## src/rtl/stack_alu_sequencer.sv

```systemverilog
// Sequences one ALU instruction against the operation stack: pop operands, execute, push result.
// Optional perf counters (op_count/err_count) are built when STACK_ALU_SEQ_PERF_CNT_EN is defined.
module stack_alu_sequencer #(
  parameter int unsigned WIDTH_DATA = 32,
  parameter int unsigned DEPTH      = 32,
  localparam int unsigned CNT_W     = $clog2(DEPTH) + 1
) (
  input  logic                  clk,
  input  logic                  rst,
  input  logic                  start,
  input  logic [4:0]            opcode,
  output logic                  busy,
  output logic                  done,
  output logic [1:0]            err_code,
  output logic                  stk_push,
  output logic                  stk_pop,
  output logic [WIDTH_DATA-1:0] stk_data_in,
  input  logic [WIDTH_DATA-1:0] stk_data_out,
  input  logic [CNT_W-1:0]      stk_count,
  output logic [WIDTH_DATA-1:0] operand_a,
  output logic [WIDTH_DATA-1:0] operand_b,
  output logic [3:0]            op_alu,
  input  logic [WIDTH_DATA-1:0] result_alu,
  output logic [31:0]           op_count,
  output logic [15:0]           err_count
);

  localparam logic [2:0] S_IDLE   = 3'd0;
  localparam logic [2:0] S_POP_A  = 3'd1;
  localparam logic [2:0] S_POP_B  = 3'd2;
  localparam logic [2:0] S_EXEC   = 3'd3;
  localparam logic [2:0] S_PUSH_R = 3'd4;
  localparam logic [2:0] S_DONE   = 3'd5;
  localparam logic [2:0] S_ERR    = 3'd6;

  localparam logic [4:0] OP_FIRST = 5'd4;
  localparam logic [4:0] OP_LAST  = 5'd13;
  localparam logic [4:0] OP_DIV   = 5'd7;
  localparam logic [4:0] OP_NOT   = 5'd13;

  localparam logic [1:0] ERR_OK   = 2'd0;
  localparam logic [1:0] ERR_UNDF = 2'd1;
  localparam logic [1:0] ERR_BADOP = 2'd2;
  localparam logic [1:0] ERR_DIV0 = 2'd3;

  logic [2:0] state;
  logic [2:0] state_nxt;
  logic [4:0] opcode_q;
  logic       start_q;
  logic       accept;
  logic       op_valid;
  logic       enough;
  logic       div_zero;

  // start is a request pulse: a level held high launches only one operation
  assign accept   = (state == S_IDLE) && start && !start_q;
  assign op_valid = (opcode >= OP_FIRST) && (opcode <= OP_LAST);
  assign enough   = (opcode == OP_NOT) ? (stk_count >= CNT_W'(1)) : (stk_count >= CNT_W'(2));
  assign div_zero = (opcode_q == OP_DIV) && (operand_b == '0);

  // next-state logic
  always_comb begin
    state_nxt = state;
    case (state)
      S_IDLE: begin
        if (accept) begin
          if (!op_valid || !enough) state_nxt = S_ERR;
          else                      state_nxt = S_POP_A;
        end
      end
      S_POP_A:  state_nxt = (opcode_q == OP_NOT) ? S_EXEC : S_POP_B;
      S_POP_B:  state_nxt = S_EXEC;
      S_EXEC:   state_nxt = div_zero ? S_ERR : S_PUSH_R;
      S_PUSH_R: state_nxt = S_DONE;
      S_DONE:   state_nxt = S_IDLE;
      S_ERR:    state_nxt = S_IDLE;
      default:  state_nxt = S_IDLE;
    endcase
  end

  // state, registered strobes and datapath registers
  always_ff @(posedge clk) begin
    if (rst) begin
      state       <= S_IDLE;
      start_q     <= 1'b0;
      opcode_q    <= '0;
      busy        <= 1'b0;
      done        <= 1'b0;
      err_code    <= ERR_OK;
      stk_push    <= 1'b0;
      stk_pop     <= 1'b0;
      stk_data_in <= '0;
      operand_a   <= '0;
      operand_b   <= '0;
      op_alu      <= '0;
    end else begin
      state    <= state_nxt;
      start_q  <= start;
      busy     <= (state_nxt != S_IDLE);
      done     <= (state_nxt == S_DONE) || (state_nxt == S_ERR);
      stk_pop  <= (state_nxt == S_POP_A) || (state_nxt == S_POP_B);
      stk_push <= (state_nxt == S_PUSH_R);
      if (accept) begin
        opcode_q <= opcode;
        op_alu   <= 4'(opcode - OP_FIRST);
        if (!op_valid)    err_code <= ERR_BADOP;
        else if (!enough) err_code <= ERR_UNDF;
        else              err_code <= ERR_OK;
        if (opcode == OP_NOT) operand_b <= '0;
      end
      case (state)
        S_POP_A: operand_a <= stk_data_out;
        S_POP_B: operand_b <= stk_data_out;
        S_EXEC: begin
          stk_data_in <= result_alu;
          if (div_zero) err_code <= ERR_DIV0;
        end
        default: ;
      endcase
    end
  end

`ifdef STACK_ALU_SEQ_PERF_CNT_EN
  // counters step together with the done pulse
  always_ff @(posedge clk) begin
    if (rst) begin
      op_count  <= '0;
      err_count <= '0;
    end else begin
      if (state_nxt == S_DONE) op_count <= op_count + 32'd1;
      if ((state_nxt == S_ERR) && (err_count != 16'hFFFF)) err_count <= err_count + 16'd1;
    end
  end
`else
  assign op_count  = '0;
  assign err_count = '0;
`endif

endmodule

```

## config.mk

```make
export PLATFORM = sky130hd
export DESIGN_NAME = stack_alu_sequencer
export DESIGN_NICKNAME = d
export VERILOG_FILES = /design/src/rtl/stack_alu_sequencer.sv
export SDC_FILE = /design/constraint.sdc
export NUM_CORES = 1
export LEC_CHECK = 0
export ABC_AREA = 0
export CORE_AREA = 3 3 110 112
export CTS_CLUSTER_SIZE = 25
export DETAILED_ROUTE_END_ITERATION = 12
export DIE_AREA = 0 0 113 115
export GPL_TIMING_DRIVEN = 0
export PLACE_DENSITY = 0.89
export SLEW_MARGIN = 5
export SYNTH_ARGS = -nofsm -noshare
export SYNTH_HDL_FRONTEND = slang
export SYNTH_SLANG_ARGS = --single-unit
```

## constraint.sdc

```tcl
create_clock -name clk -period 2.61 [get_ports clk]
set_clock_uncertainty 0.15 [all_clocks]
set_input_delay 0.522 -clock clk [delete_from_list [all_inputs] [get_ports clk]]
set_output_delay 0.522 -clock clk [all_outputs]
set_load 0.01 [all_outputs]
```

==> results.toml <==
[outcome]
outcome = "finished, final reports clean"

[routing]
vias = 4520
via_per_inst = 4.753
drtIter0Drc = 252
ant_nets = 0
dr.pass1.iters = 7
wire_per_inst_um = 14.95
drc = 0
wirelength_um = 14220

[critical_path]
path_cells = "clkbuf_1 -> nand3b_1 -> or4_1 -> or3_4 -> nor4b_4 -> and2_1"
cp-start-kind = "flip-flop"
endpoint_kind = "flip-flop"
cp.arrival_ns = 2.65
cp_slowest_cell = "or4_1"
reg2reg_slack_ns = 0.12
cp-startpoint = "state[0]"
r2r_start = "state[0]"
critical-path-max-stage-delay_ns = 0.58
criticalPathCategory = "flip-flop to flip-flop"
r2r_cells = 6
timing.rr.end = "stk_push"
cp.required_ns = 2.76
crit_end = "stk_push"
path_max_fanout = 9

[cts]
cts_buffers = 17
cts_htree_levels = 4
cts_root_buf = "clkbuf_16"
cts_hold_buf = 0
clockBufferDepth = 2
cts_tree = "yes"
clock_sinks = 113
path_clk_slew_ns = 0.05
worst_skew_pair.late_latency_ns = 0.42

[timing]
max-slew-margin-rel_pct = 58.29
max_freq_mhz = 400.8
setup_tns_ns = 0
fin_crit_sh_pct = 95.59
min_period_ns = 2.495
final_max_slew_viol_count = 0
hold_viol_final = 0
rsz0062_at_grt = "false"
max_slew.worst_pin.slew_ns = 0.6257
setup_violations = 0

[placed_design]
io_buffer_count = 183
place_congestion = 0.8049
dp_hpwl_um = 10540
postPlaceCellArea_mm2 = 0.006666

[min_path]
min_path_type = "flip-flop to flip-flop"

[power_and_ir_drop]
vdd_drop_max_uv = 505.0
power_density_mw_per_mm2 = 878.8
p_leak_nw = 2.790

[layout]
drive_above_1_share_pct = 11.26
fin_area_mm2 = 0.007295
layout.nets = 875
fin_util_pct = 64.43
diodes = 0
area_growth_pct = 62.85

[yosys]
synth_edf_count = 0
syn_area_mm2 = 0.004479
synth_top_area_cell = "dfxtp_1"
synth_flop_cell = "dfxtp_1"
synth.most_common_cell = "nand2_1"
synthCells = 546
synthTopCellsByCount = "nand2_1 (146), dfxtp_1 (113), a21oi_1 (74)"
netlist_top_cells_area = "dfxtp_1 (51%), nand2_1 (12%), buf_4 (8.4%), a21oi_1 (8.3%), a22oi_1 (5.4%)"
synth_top_cell_area_share_pct = 50.50
avgSynthCellArea_um2 = 8.204
ys_warn_count = 0
netlist-cell-type-count = 37
async_flop_share_pct = 0
synth.ff_latch_count = 113
ys_seq_area_share_pct = 50.50

[flow_run]
maxCapViolations = 0

[die]
rows = 39
chipWidth_um = 113
fp.dieH_um = 115
core_area_mm2 = 0.01132
die-area_mm2 = 0.01300
floorplan.initialDensity_pct = 39.57
ios = 232

[global_route]
grt_pass1_vias = 4293
grt_max_degree = 17
grt_antenna_before_repair = 0
grt-ovfl-total = 0
grt_pass1_wl_um = 22180
track_usage_pct = 21.93
[repair_timing]
action	in CTS	in global routing
hold endpoints to repair	0	0
endpoints found under the setup margin	3	33
setup buffers	0	0
gates resized for setup	2	4
[power by group]
part / leakage, nW / switching [W] / total (W) / internal (W)
combinational: 1.59 / 0.00103 / 0.00195 / 0.000927
sequential: 0.917 / 0.000166 / 0.00217 / 0.00200
clock: 0.288 / 0.000794 / 0.00229 / 0.00149
total: 2.79 / 0.00199 / 0.00641 / 0.00442
[cell usage in the layout (no fill, tap or decap), drive strengths merged, types with 4 or more instances in the layout]
cell	Yosys	layout
clkdlybuf4s50	0	183
a31oi	4	4
clkinv	0	5
nor4	6	6
a22oi	32	32
nor2	45	45
clkbuf	31	53
a21oi	74	74
dfxtp	113	113
conb	1	48
buf	55	55
nand2	146	146
[final cells by class]
| type | count | area, um^2 |
|---|---|---|
| repair buffers | 183 | 1832 |
| clock buffers | 22 | 484.2 |
| fillers | 910 | 4026 |
| inverters | 2 | 7.507 |
| multi-input cells | 392 | 1911 |
| plain buffers | 86 | 511.7 |
| flip-flops and latches | 113 | 2262 |
| well taps | 143 | 178.9 |
| clock inverters | 10 | 107.6 |
[sequential cells by signal (all words and copies together) (netlist names)]
register     count
operand_b       32
err_code         2
state            3
op_alu           4
stk_pop          1
stk_data_in     32
done             1
operand_a       32
stk_push         1
opcode_q         3
start_q          1
busy             1
[worst max-delay path: cells and delay by family, from the launching register on]
kind                   cells  cell delay [ns]
buffers and inverters      1             0.32
DFF                        1             0.31
and+or+nand+nor            5             1.60
[per-layer routing]
metal	global-route usage, %	routed length [um]
met1	25.49	5757
met2	37.16	6818
met3	7.632	1334
met4	8.814	305
met5	0	0
[worst min path at each step]
stage                          to          start  slack (ns)  cells past startpoint
detailed placement  operand_a[29]  operand_a[29]        0.30                      2
global route         operand_a[2]   operand_a[2]        0.32                      2
finish              operand_a[29]  operand_a[29]        0.30                      2
global placement    operand_a[13]  operand_a[13]        0.29                      2
floorplan             opcode_q[2]    opcode_q[2]        0.29                      2
CTS                 operand_a[29]  operand_a[29]        0.30                      2
[cells by family after synthesis]
| kind of cell | share of synthesized area, % |
|---|---|
| AOI/OAI and AO/OA | 15.42 |
| and+or+nand+nor | 21.45 |
| xor gates and xnor gates | 0.3911 |
| adders and majority gates | 0.5586 |
| other | 0.08372 |
| buffers and inverters | 11.59 |
| DFF | 50.50 |
[stage by stage]
stage	cells	hold slack, ns	setup WS (ns)	power (W)
final	951	0.3001	0.1152	0.006410
after global routing	951	0.3217	0.03066	0.006744
after CTS	951	0.3027	0.07507	0.006445
after detailed placement	919	0.2953	-0.4913	0.004132
after global placement	919	0.2909	-0.5206	0.004087
after floorplan	593	0.2866	0.3880	0.003213
Note: power is estimated with default switching activity, not from simulation.
